[config.mk]
export PLATFORM = sky130hd
export DESIGN_NAME = fpga_input_ctrl
export DESIGN_NICKNAME = d
export VERILOG_FILES = /design/src/rtl/fpga_input_pkg.sv /design/src/rtl/input_debouncer.sv /design/src/rtl/fpga_input_ctrl.sv
export SDC_FILE = /design/constraint.sdc
export NUM_CORES = 1
export LEC_CHECK = 0
export CORE_MARGIN = 2
export CORE_UTILIZATION = 60
export CTS_CLUSTER_SIZE = 28
export DETAILED_ROUTE_END_ITERATION = 12
export DONT_BUFFER_PORTS = 1
export PLACE_DENSITY = 0.88
export SLEW_MARGIN = 20
export SYNTH_ARGS = -nofsm -noshare
export SYNTH_HDL_FRONTEND = slang
export SYNTH_SLANG_ARGS = --single-unit
[constraint.sdc]
create_clock -name clk -period 2.1 [get_ports clk]
set_clock_uncertainty 0.1 [all_clocks]
set_input_delay 0.21 -clock clk [delete_from_list [all_inputs] [get_ports clk]]
set_output_delay 0.21 -clock clk [all_outputs]
set_load 0.1 [all_outputs]
[src/rtl/fpga_input_pkg.sv]
// Shared types and defaults for the board-input controller.
// Holds the handshake FSM state encoding and the button-id width helper.
package fpga_input_pkg;

    typedef enum logic [1:0] {
        StIdle,
        StWaitPress,
        StHold
    } ctrl_state_e;

    localparam int unsigned DefDataW          = 16;
    localparam int unsigned DefNBtn           = 4;
    localparam int unsigned DefDebounceCycles = 50000;
    localparam int unsigned DefSyncStages     = 2;

    // A single button still needs a 1-bit id port.
    function automatic int unsigned id_width(int unsigned n_btn);
        return (n_btn > 1) ? $clog2(n_btn) : 1;
    endfunction

endpackage

[src/rtl/input_debouncer.sv]
// One push button: synchroniser, debounced stable level and a registered press pulse.
// Levels are active-low; a press is the stable level falling 1->0.
module input_debouncer #(
    parameter int unsigned SYNC_STAGES     = 2,
    parameter int unsigned DEBOUNCE_CYCLES = 50000
) (
    input  logic clk,
    input  logic reset_n,
    input  logic button,
    output logic level,
    output logic press
);

    localparam int unsigned CntW = $clog2(DEBOUNCE_CYCLES + 1);

    logic [SYNC_STAGES-1:0] sync_q;
    logic                   synced;
    logic                   stable_q, stable_d;
    logic                   stable_prev_q;
    logic                   press_q;
    logic [CntW-1:0]        cnt_q, cnt_d;

    assign synced = sync_q[SYNC_STAGES-1];

    // The counter only survives consecutive differing cycles, so it tops out
    // at DEBOUNCE_CYCLES-1 and cannot wrap.
    always_comb begin
        stable_d = stable_q;
        cnt_d    = '0;
        if (synced != stable_q) begin
            if (cnt_q == CntW'(DEBOUNCE_CYCLES - 1)) begin
                stable_d = synced;
            end else begin
                cnt_d = cnt_q + 1'b1;
            end
        end
    end

    always_ff @(posedge clk or negedge reset_n) begin
        if (!reset_n) begin
            sync_q        <= '1;
            stable_q      <= 1'b1;
            stable_prev_q <= 1'b1;
            cnt_q         <= '0;
            press_q       <= 1'b0;
        end else begin
            sync_q        <= {sync_q[SYNC_STAGES-2:0], button};
            stable_q      <= stable_d;
            cnt_q         <= cnt_d;
            stable_prev_q <= stable_q;
            press_q       <= stable_prev_q & ~stable_q;
        end
    end

    assign level = stable_q;
    assign press = press_q;

endmodule

[src/rtl/fpga_input_ctrl.sv]
// Board-input controller: synchronised switch bank, N debounced buttons and a
// request/confirm handshake that snapshots the switches on a button press.
module fpga_input_ctrl
    import fpga_input_pkg::*;
#(
    parameter int unsigned DATA_W          = DefDataW,
    parameter int unsigned N_BTN           = DefNBtn,
    parameter int unsigned DEBOUNCE_CYCLES = DefDebounceCycles,
    parameter int unsigned SYNC_STAGES     = DefSyncStages,
    localparam int unsigned ID_W           = id_width(N_BTN)
) (
    input  logic              clk,
    input  logic              reset_n,
    input  logic [DATA_W-1:0] switches,
    input  logic [N_BTN-1:0]  buttons,
    input  logic              input_req,
    output logic [DATA_W-1:0] input_data,
    output logic              input_valid,
    output logic [ID_W-1:0]   input_btn_id,
    output logic [N_BTN-1:0]  btn_level,
    output logic [N_BTN-1:0]  btn_press
);

    logic [SYNC_STAGES-1:0][DATA_W-1:0] sw_sync_q;
    logic [DATA_W-1:0]                  sw_synced;
    logic [ID_W-1:0]                    press_id;
    ctrl_state_e                        state_q, state_d;
    logic [DATA_W-1:0]                  data_q, data_d;
    logic [ID_W-1:0]                    id_q, id_d;
    logic                               valid_q, valid_d;

    assign sw_synced = sw_sync_q[SYNC_STAGES-1];

    always_ff @(posedge clk or negedge reset_n) begin
        if (!reset_n) begin
            sw_sync_q <= '0;
        end else begin
            sw_sync_q[0] <= switches;
            for (int i = 1; i < int'(SYNC_STAGES); i++) begin
                sw_sync_q[i] <= sw_sync_q[i-1];
            end
        end
    end

    for (genvar g = 0; g < int'(N_BTN); g++) begin : g_btn
        input_debouncer #(
            .SYNC_STAGES     (SYNC_STAGES),
            .DEBOUNCE_CYCLES (DEBOUNCE_CYCLES)
        ) u_debouncer (
            .clk     (clk),
            .reset_n (reset_n),
            .button  (buttons[g]),
            .level   (btn_level[g]),
            .press   (btn_press[g])
        );
    end

    // Descending scan so the lowest pressing index is the last to write.
    always_comb begin
        press_id = '0;
        for (int i = int'(N_BTN) - 1; i >= 0; i--) begin
            if (btn_press[i]) begin
                press_id = ID_W'(i);
            end
        end
    end

    always_comb begin
        state_d = state_q;
        data_d  = data_q;
        id_d    = id_q;
        valid_d = valid_q;
        case (state_q)
            StIdle: begin
                valid_d = 1'b0;
                if (input_req) begin
                    state_d = StWaitPress;
                end
            end
            StWaitPress: begin
                // A request drop beats a press landing on the same edge.
                if (!input_req) begin
                    state_d = StIdle;
                end else if (|btn_press) begin
                    data_d  = sw_synced;
                    id_d    = press_id;
                    valid_d = 1'b1;
                    state_d = StHold;
                end
            end
            StHold: begin
                if (!input_req) begin
                    valid_d = 1'b0;
                    state_d = StIdle;
                end
            end
            default: begin
                valid_d = 1'b0;
                state_d = StIdle;
            end
        endcase
    end

    always_ff @(posedge clk or negedge reset_n) begin
        if (!reset_n) begin
            state_q <= StIdle;
            data_q  <= '0;
            id_q    <= '0;
            valid_q <= 1'b0;
        end else begin
            state_q <= state_d;
            data_q  <= data_d;
            id_q    <= id_d;
            valid_q <= valid_d;
        end
    end

    assign input_data   = data_q;
    assign input_btn_id = id_q;
    assign input_valid  = valid_q;

endmodule
### Word-level counts from Yosys, hierarchy flattened

Cells that the tools add are included.

* register bits: 137
* logic and storage cells: 83
* input port bits: 23
* output and inout bits: 27

* equality and inequality tests: 15
* reduce and logical (&&, ||, !) cells: 9
* mux-type cells: 21
* bitwise logic cells: 8
* add/sub/neg operators: 4

Operators by type and width (number)
* 16-bit 2-to-1 mux: 8
* 16-bit by 1-bit adder with 16-bit output, second input constant: 4
* 16-bit == test, second input constant: 4
* 2-bit 2-to-1 mux: 8
* 3-bit AND reduction: 3
* 2-bit inequality test, second input constant: 4
* 2-bit AND reduction: 4
* 2-bit case mux with 3 select lines: 1
* 1-bit AND: 4
* 1-bit inequality test: 4
* 1-bit NOT: 4
* 4-bit OR reduction: 1
* 1-bit 2-to-1 mux: 3
* 3-bit inequality test, second input constant: 1
* 2-bit by 1-bit == test with 1-bit output, second input constant: 1
* 2-bit == test, second input constant: 1
* 2-bit logical NOT: 1
* 1-bit case mux with 2 select lines: 1

### Logic depth before layout (Yosys ltp)

Gate-level depths: netlist (run 1).

* word-level depth: 4
* gate-level depth with buffers: 6
* depth with buffers taken out: 5

### Modules after synthesis

A second synthesis (run 1) with hierarchy kept.

* cells, all modules: 434
* area, all modules: 5686.7 µm²

By module, submodules not included
* input_debouncer: area an instance 998.5 µm², cells each 86, sequential area each 530.5 µm², times used 4
* fpga_input_ctrl: area an instance 1692.9 µm², cells each 90, sequential area each 1326.3 µm², times used 1

### Worst setup path before layout (run 1)

No wires, ideal clock.

* path type: register to register
* from: register g_btn[1].u_debouncer.cnt_q[12]
* to: register g_btn[1].u_debouncer.cnt_q[13]
* library setup time: 0.119 ns
* clock period less this slack: 1.733 ns
* arrival time: 1.515 ns
* buffers on the path: 1
* stages on the path, launching flop included: 6
* slack: 0.367 ns
* data required time: 1.881 ns
* path through: dfrtp_1 > nor4_1 > nand3b_1 > o41ai_4 > buf_6 > nor2_1

* cells in the longest elaborated chain, start to end: 3
* elaborated cells between the ends (all ways): 4
* those cells by class: add/sub (1); eq/ne (1); mux (2)

RTL lines
* from (decl): RTL line input_debouncer.sv:21 `logic [CntW-1:0] cnt_q, cnt_d;`
* from (signal assigned): RTL line input_debouncer.sv:49 `cnt_q <= cnt_d;`
* 16-bit by 1-bit adder with 16-bit output / 16-bit == test (equally long branches): RTL line input_debouncer.sv:34, input_debouncer.sv:31
* 16-bit 2-to-1 mux (*): RTL line input_debouncer.sv:31 `if (cnt_q == CntW'(DEBOUNCE_CYCLES - 1)) begin`
* 16-bit 2-to-1 mux (*): RTL line input_debouncer.sv:30 `if (synced != stable_q) begin`
* named net g_btn[1].u_debouncer.cnt_d[13]: RTL line input_debouncer.sv:21

The timed path passes the listed nets; every way through them passes the cells marked *.
A chain may end at the register's enable or synchronous reset.

### Worst setup path after layout (run 1)

* from: register state_q[1]
* to: register data_q[2] (netlist: input_data[2])

* cells in the longest elaborated chain, start to end: 2

RTL lines
* from (decl): RTL line fpga_input_ctrl.sv:27 `ctrl_state_e state_q, state_d;`
* from (signal assigned): RTL line fpga_input_ctrl.sv:106 `state_q <= StIdle;`
* from (signal assigned): RTL line fpga_input_ctrl.sv:111 `state_q <= state_d;`
* 2-bit by 1-bit == test with 1-bit output: RTL line fpga_input_ctrl.sv:73 `case (state_q)`
* 3-bit AND reduction (no line)
* to (signal assigned): RTL line fpga_input_ctrl.sv:112 `data_q <= data_d;`
* to (decl): RTL line fpga_input_ctrl.sv:28 `logic [DATA_W-1:0] data_q, data_d;`

Every way passes these cells.

==> flow_metrics.tcl, run 1 <==
set metrics [dict create \
    status "complete, but fails checks" \
    failed_checks "hold timing" \
    ctsHoldBuffers 21 \
    grt_pass1_vias 3738 \
    fin_crit_ps 2000 \
    p_leak_nw 2.86 \
    multi_input_area_um2 1900 \
    timing.rr.end "input_data[2]" \
    fin_nets 529 \
    yosysUniqueCellTypes 43 \
    synth_fp_nets 472 \
    placed_area_um2 5750 \
    fp.dieW_um 99.6 \
    r2r_slack_ps 100 \
    cp.required_ps 2400 \
    clock_latency_ps 520 \
    ant_nets 0 \
    via_per_inst 5.70 \
    cts_tree "done" \
    async_flop_share_pct 100 \
    synth_flop_cell "dfrtp_1" \
    syn_avg_cell_area_um2 12.3 \
    drc 0 \
    startpoint "state_q[1]" \
    syn_inst 445 \
    reg2reg_depth 3 \
    chipHeight_um 99.6 \
    max-clock-path-buffers 2 \
    syn-cell-area_um2 5480 \
    grt_max_degree 138 \
    antenna_found_initial 0 \
    wl_per_cell_um 17.7 \
    ys_warn_count 0 \
    gr-usage-all-layers_pct 24.0 \
    finalCritPeriodShare_pct 95.2 \
    synth_seq_area_share_pct 63.0 \
    fmax_ghz 0.500 \
    fillers 530 \
    cts_buffers 17 \
    max_cap_viol_count 0 \
    initial_core_util_pct 62.2 \
    use_met2_pct 41.9 \
    use_met1_pct 29.2 \
    dp_hpwl_um 6470 \
    routed_wl_um 11000 \
    worstPathMaxFanout 16 \
    ios 50 \
    end_kind "flop" \
    vdd_drop_max_mv 0.701 \
    hold_violations 137 \
    vias 3552 \
    diodes 0 \
    powerDensity_nw_per_um2 894 \
    routabilityCongestion 0.847 \
    use_met3_pct 6.39 \
    clkSinkCount 137 \
    setup_viol 0 \
    post_cts.repair.setup_buffers 0 \
    h-tree-depth 4 \
    grt_pass1_wl_um 18400 \
    grt-busiest-layer "met2" \
    first_pass_iters 5 \
    tns_ps 0 \
    core_um2 8810 \
    root_buffer "clkbuf_8" \
    synth-edff-count 0 \
    dieArea_um2 9910 \
    drt_iter0_markers 283 \
    io_buffers 0 \
    slew_headroom_pct 42.1 \
    finalMaxSlewViolations 0 \
    design_area_um2 6580 \
    seq_area_um2 3450 \
    hold_slack_ps -716 \
    drive_above_1_share_pct 21.0 \
    row_count 34 \
    power_mw 5.88 \
    grt_overflow_total 0 \
    areaGrowthSynthToFinish_pct 20.0 \
    crit_path_end "input_data[2]" \
    clk_pin_slew_ps 60 \
    worstReg2RegStart "state_q[1]" \
    tightest_slew_ps 868 \
    crit_type "flop to flop" \
    cp-start-kind "flop" \
    rsz0062_at_grt "false" \
    worst_hold_path_type "primary input to asynchronous set/reset pin" \
    arrival_ps 2290 \
    ys_ff_latch 137 \
    final_core_util_pct 74.7 \
]
state kept, by name (all words and copies together), names as in the netlist:
register,flops
g_btn.u_debouncer.sync_q,8
g_btn.u_debouncer.cnt_q,64
g_btn.u_debouncer.stable_prev_q,4
input_data,16
g_btn.u_debouncer.level,4
sw_synced,16
g_btn.u_debouncer.press,4
input_valid,1
state_q,2
sw_sync_q,16
input_btn_id,2
kinds of logic after synthesis:
family          share of synthesized area [%]
compound gates                           2.33
xor+xnor                                 9.27
fa+ha+maj                               0.914
buf+inv                                  2.56
flops                                    63.0
mux                                      4.29
simple gates                             17.7
cell usage in the layout, fill, tap and decap left out, types with 3 or more instances in the layout:
| cell | instances |
|---|---|
| a21oi_1 | 3 |
| and3_1 | 6 |
| and4_1 | 3 |
| buf_4 | 31 |
| bufinv_16 | 3 |
| clkbuf_16 | 16 |
| clkbuf_8 | 3 |
| clkinv_4 | 3 |
| clkinvlp_4 | 3 |
| dfrtp_1 | 121 |
| dfstp_2 | 16 |
| dlygate4sd3_1 | 21 |
| ha_1 | 4 |
| inv_1 | 12 |
| mux2_2 | 20 |
| nand2_1 | 17 |
| nand3_1 | 18 |
| nand4_1 | 16 |
| nor2_1 | 73 |
| nor2b_1 | 4 |
| nor3_1 | 10 |
| nor4_1 | 16 |
| nor4bb_1 | 4 |
| xnor2_1 | 42 |
| xor2_1 | 16 |
how the worst min path moves through the flow:
stage / to / slack, ps / cells after the start
floorplan: g_btn[0].u_debouncer.cnt_q[0] / -190 / 0
global placement: sw_synced[11] / -180 / 0
detailed placement: sw_synced[11] / -180 / 0
CTS: g_btn[3].u_debouncer.cnt_q[2] / -740 / 0
global route: g_btn[3].u_debouncer.cnt_q[2] / -740 / 0
finish: input_data[9] / -720 / 0
layout make-up:
cell class | count | share of cell area [%]
multi-input combinational | 282 | 28.8
clock buffer | 19 | 6.72
tap | 108 | 2.06
inverter | 12 | 0.685
timing repair buffer | 52 | 6.74
sequential | 137 | 52.4
clock inverter | 13 | 2.53
synthesized netlist by cell type, types with 10 or more instances:
master	n	area share, %
dfrtp_1	121	55
dfstp_2	16	7.7
inv_1	12	0.82
mux2_2	20	4.1
nand2_1	17	1.2
nand3_1	18	1.6
nand4_1	16	1.8
nor2_1	73	5.0
nor3_1	10	0.91
nor4_1	17	1.9
xnor2_1	42	6.7
xor2_1	16	2.6
report_power, final:
part	internal [mW]	switching, mW	total [mW]	leakage [nW]
combinational	0.0519	0.0529	0.105	0.802
sequential	2.71	0.0392	2.75	1.77
clock	1.88	1.14	3.02	0.291
total	4.64	1.24	5.88	2.86
worst max-delay path, stage by stage, from the launching register on:
cell,delay (ps)
dfrtp_1,420
nand2b_1,240
nor2_2,690
mux2_2,430
per-layer routing:
metal | part of all wire (%) | wire (um)
met2 | 52 | 5760
met5 | 0 | 0
met4 | 2.1 | 232
met1 | 41 | 4530
met3 | 4.7 | 517
through the flow:
step	setup slack [ps]	instances
after floorplan	367	445
after global placement	181	570
after detailed placement	76.8	570
after CTS	58.0	623
after global routing	38.9	623
final	102	623
what timing repair did:
item / 4_1_cts / 5_1_grt
resized for setup: 0 / 1
hold endpoints to repair: 162 / 137
setup endpoints to repair: 0 / 1
Note: power is estimated with default switching activity, not from simulation.
==> run 2, diff against run 1 <==
--- a/config.mk
+++ b/config.mk
@@ -5,6 +5,7 @@
 export SDC_FILE = /design/constraint.sdc
 export NUM_CORES = 1
 export LEC_CHECK = 0
+export ABC_CLOCK_PERIOD_IN_PS = 2100
 export CORE_MARGIN = 2
 export CORE_UTILIZATION = 60
 export CTS_CLUSTER_SIZE = 28
==> results of run 2 <==
Final layout, timing and power as in run 1 (identical DEF).
==> RTL change 1, RTL diff (config.mk and constraints of run 1) <==
Encoding of `ctrl_state_e`: now one-hot (3 bits for 3 states).
--- a/src/rtl/fpga_input_pkg.sv
+++ b/src/rtl/fpga_input_pkg.sv
@@ -4,6 +4,6 @@
 
-    typedef enum logic [1:0] {
-        StIdle,
-        StWaitPress,
-        StHold
+    typedef enum logic [2:0] {
+        StIdle      = 3'b001,
+        StWaitPress = 3'b010,
+        StHold      = 3'b100
     } ctrl_state_e;
Check against the original RTL: no difference found for any inputs over 10 cycles, from zero or initial values and one cycle with reset_n low; not proved beyond that.
==> RTL change 1 against run 1 <==
The run still ends with hold timing left. Die area up 2.1%. Critical endpoint is now input_data[15]$_DFFE_PN0P_. Final area increased by 2.0%. Synthesized area rose by 2.2%. Sequential cell count increased by 1. Total power grew 2.0%. Setup slack improved by 22 ps. Critical path type unchanged. Largest cell class unchanged. Via count grew 3.7%. Final cell count up 2.9%. Wire length grew 1.0%.
==> RTL change 1: results (changes against run 1) <==
Outcome
  • Status: complete, but fails checks (unchanged)
  • Failing checks: hold timing (unchanged)

Place
  • Inst Count DP: 586 (was 570)
  • RePlAce Congestion: 0.877 (was 0.847)
  • Hpwl dp: 6.44 mm (was 6.47 mm)

Setup path
  • Crit path from: state_q[2]$_DFFE_PN0P_ (was state_q[1]$_DFFE_PN0P_)
  • Reg2Reg Depth: 5 (was 3)
  • CP peak stage delay: 440 ps (was 690 ps)
  • Crit path DAT: 2290 ps (about the same)
  • RR Endpoint: input_data[15]$_DFFE_PN0P_ (was input_data[2]$_DFFE_PN0P_)
  • Flop2flop setup slack: 120 ps (was 100 ps)

CTS
  • Resized cells post-CTS: 0 (unchanged)

Yosys
  • Synth Area in Adders: 0.00894 (was 0.00914)
  • Sequential area share after synthesis: 0.621 (was 0.630)
  • Synth top cells by count: dfrtp_1, nor2_1, xnor2_1 (unchanged)
  • Proportion of synthesized area in mux cells: 0.0402 (was 0.0429)
  • Unique cell type count in the Yosys netlist: 46 (was 43)
  • Ys async rst share: 1.00 (unchanged)
  • Synth Area in Compound Gates: 0.0257 (was 0.0233)
  • Post-Synth XOR/XNOR Area: 0.0923 (was 0.0927)
  • Top cells by area, synth: dfrtp_1, dfstp_2, xnor2_1, nor2_1, mux2_2 (unchanged)
  • Gate Count Post-Synth: 457 (was 445)
  • Syn_nets: 484 (was 472)

Cells and area
  • Fillers: 559 (was 530)
  • Final #Nets: 544 (was 529)
  • Biggest register: g_btn.u_debouncer.cnt_q (unchanged)
  • Share of layout cells above drive strength 1: 0.211 (was 0.210)
  • Final non-filler cell total: 641 (was 623)

Route
  • Via density: 5.75 (was 5.70)
  • Final wirelength: 11.1 mm (was 11.0 mm)
  • DRT met1 WL: 4.36 mm (was 4.53 mm)
  • DR WL met2: 5.98 mm (was 5.76 mm)
  • First-iteration detailed-routing DRC count: 222 (was 283)
  • Drt pass-1 iters: 5 (unchanged)
  • Routed wl met3: 613 um (was 517 um)

Power and ir drop
  • P_int: 0.00479 W (was 0.00464 W)
  • VDD IR max: 0.734 mV (was 0.701 mV)
  • Clk power: 0.00310 W (was 0.00302 W)
  • Leakage: 2.94 nW (was 2.86 nW)
  • Flop pwr share: 0.463 (was 0.467)

STA
  • Relative slew slack: 0.638 (was 0.421)
  • Final hold violations: 138 (was 137)
  • Worst hold margin: -726 ps (was -716 ps)

Global route
  • Met2 GRT Util: 0.423 (was 0.419)
  • First-pass GRT wire length: 18.6 mm (was 18.4 mm)
  • Pin count of the biggest net entering global routing: 139 (was 138)
  • Met1 Use GR: 0.272 (was 0.292)
  • GRT Overall Usage: 0.245 (was 0.240)
  • Met3 GRT Util: 0.0874 (was 0.0639)
## RTL change 1: changes by cell type in the layout (fill, tap and decap cells not counted), sizes merged, moves of 4 or more
cell | before | now
xnor2 | 42 | 48
nor3 | 10 | 16
xor2 | 16 | 11
buf | 31 | 35
## RTL change 1: metrics by stage
step                setup slack, ps  instance area (um2)
finish                          124                 6700
floorplan                       279                 5600
global placement                254                 5860
global route                   16.3                 6700
CTS                            97.9                 6690
detailed placement              152                 5860
## RTL change 1: kinds of logic after synthesis
group,count (synthesis)
mux,20
fa+ha+maj,4
compound gates,15
simple gates,192
buf+inv,29
xor+xnor,59
flops,138
## RTL change 1: layout make-up
type / instances / area share
Clock inverter: 11 / 0.0252
Tap cell: 111 / 0.0207
Clock buffer: 21 / 0.0670
Timing Repair Buffer: 56 / 0.0705
Multi-Input combinational cell: 290 / 0.290
Sequential cell: 138 / 0.518
Inverter: 14 / 0.00784
==> RTL change 2, RTL diff (settings of run 1) <==
Made on the original files. Change the package constant `DefDebounceCycles` from 50000 to 200000.
--- a/src/rtl/fpga_input_pkg.sv
+++ b/src/rtl/fpga_input_pkg.sv
@@ -12,3 +12,3 @@
     localparam int unsigned DefNBtn           = 4;
-    localparam int unsigned DefDebounceCycles = 50000;
+    localparam int unsigned DefDebounceCycles = 200000;
     localparam int unsigned DefSyncStages     = 2;
Check against the original RTL: same outputs for any inputs over 10 cycles, from zero or initial values and one cycle with reset_n low; that may be too few to reach the edited logic, so the function may still have changed.
==> RTL change 2 against run 1 <==
The flow finishes with violations (hold timing, setup timing). Setup slack got worse by 260 ps. Wire length grew 36%. Synthesized area rose by 7.5%. Fmax shrank 11%. Sequential cell count up 8. Final area increased by 10%. Total power increased by 7.3%. Critical path type unchanged. Critical endpoint is now g_btn[3].u_debouncer.cnt_q[7]$_DFF_PN0_.
==> RTL change 2: results (changes against run 1) <==
Outcome
  • Status: complete, but fails checks (unchanged)
  • Failing checks: hold timing, setup timing (was hold timing)

Place
  • Hpwl dp: 7.41 mm (was 6.47 mm)
  • RePlAce Congestion: 0.839 (was 0.847)
  • Post-DP Area: 6330 um2 (was 5750 um2)
  • Post-placement worst setup slack: -121 ps (was 76.8 ps)

Setup path
  • Max Fanout on Critical Path: 7 (was 16)
  • Reg2Reg Depth: 5 (was 3)

Route
  • Final wirelength: 15.0 mm (was 11.0 mm)
  • Via density: 6.15 (was 5.70)

Power and ir drop
  • Leakage: 3.11 nW (was 2.86 nW)

STA
  • Setup WS post-layout: -153 ps (was 102 ps)
  • # setup viols final: 17 (was 0)
  • Sum Neg Setup Slack: -2120 ps (was 0 ps)
  • Final hold violations: 145 (was 137)
  • Worst hold margin: -724 ps (was -716 ps)

Cells and area
  • Final #Nets: 600 (was 529)
  • Max FFs per register: 72 (was 64)
  • Share of layout cells above drive strength 1: 0.222 (was 0.210)

Global route
  • First-pass GRT wire length: 23.6 mm (was 18.4 mm)
  • GRT Overall Usage: 0.302 (was 0.240)
  • Pin count of the biggest net entering global routing: 146 (was 138)

Yosys
  • Post-Synth XOR/XNOR Area: 0.0892 (was 0.0927)
  • Proportion of synthesized area in mux cells: 0.0399 (was 0.0429)
  • Syn_nets: 526 (was 472)
  • Synth top cells by count: dfrtp_1, nor2_1, xnor2_1 (unchanged)
  • Sequential area share after synthesis: 0.619 (was 0.630)
  • Top cells by area, synth: dfrtp_1, dfstp_2, xnor2_1, nor2_1, mux2_2 (unchanged)
[RTL change 2: cell types whose count changed after synthesis, sizes merged, moves of 6 or more]
cell          run 1  this run
a21oi             3        10
dfrtp           121       129
nand3            20        26
nand4            17        24
nor2             74        80
o21ai             2         8
[RTL change 2: through the flow]
step | instances | util | total power (W)
floorplan | 499 | - | 0.00302
global placement | 663 | 0.656 | 0.00305
detailed placement | 663 | 0.656 | 0.00306
CTS | 716 | 0.745 | 0.00627
global route | 719 | 0.751 | 0.00650
finish | 719 | 0.751 | 0.00630
[RTL change 2: area by class of cell]
type	instances	area, um2
clock buffers	19	432
well taps	133	166
clock inverters	13	199
repair buffers	70	606
multi-input cells	326	2140
fillers	560	2400
inverters	13	48.8
flip-flops and latches	145	3650
[RTL change 2: layer usage]
layer,up-vias,global-route usage,routed length [um]
met5,-,0,0
met4,0,0.178,786
met3,70,0.0786,1220
met2,256,0.503,7630
met1,2205,0.351,5370
li1,1888,-,-
[RTL change 2: path summary, 6_finish.rpt]
path / startpoint / to
worst max-delay path: g_btn[3].u_debouncer.cnt_q[13]$_DFF_PN0_ / g_btn[3].u_debouncer.cnt_q[7]$_DFF_PN0_
max in group asynchronous: reset_n / g_btn[3].u_debouncer.level$_DFFE_PN1P_
worst min-delay path: reset_n / g_btn[2].u_debouncer.cnt_q[13]$_DFF_PN0_
worst max register to register: g_btn[3].u_debouncer.cnt_q[13]$_DFF_PN0_ / g_btn[3].u_debouncer.cnt_q[7]$_DFF_PN0_
min in group clk: buttons[0] / g_btn[0].u_debouncer.sync_q[0]$_DFF_PN1_
worst min register to register: g_btn[0].u_debouncer.sync_q[0]$_DFF_PN1_ / g_btn[0].u_debouncer.sync_q[1]$_DFF_PN1_
[RTL change 2: kinds of logic (layout without fill, tap and decap cells)]
logic type / after synthesis / count (layout)
xor+xnor: 60 / 60
flops: 145 / 145
compound gates: 26 / 26
simple gates: 215 / 215
mux: 21 / 21
buf+inv: 28 / 115
fa+ha+maj: 4 / 4
[RTL change 2: worst max-delay path, stage by stage (launching register included)]
cell and delay (ps):
dfrtp_1 390, or4b_4 540, or4b_4 550, o41ai_4 290, buf_6 190, nor2_1 70
[RTL change 2: power by group through the flow]
| stage | Combinational, W | Clock, W | Sequential (W) |
|---|---|---|---|
| 5_1_grt | 0.000167 | 0.00342 | 0.00291 |
| 4_1_cts | 0.000141 | 0.00322 | 0.00290 |
| 3_3_place_gp | 0.000101 | 0 | 0.00295 |
| 6_report | 0.000155 | 0.00324 | 0.00291 |
| 3_5_place_dp | 0.000106 | 0 | 0.00295 |
| 2_1_floorplan | 0.0000644 | 0 | 0.00295 |
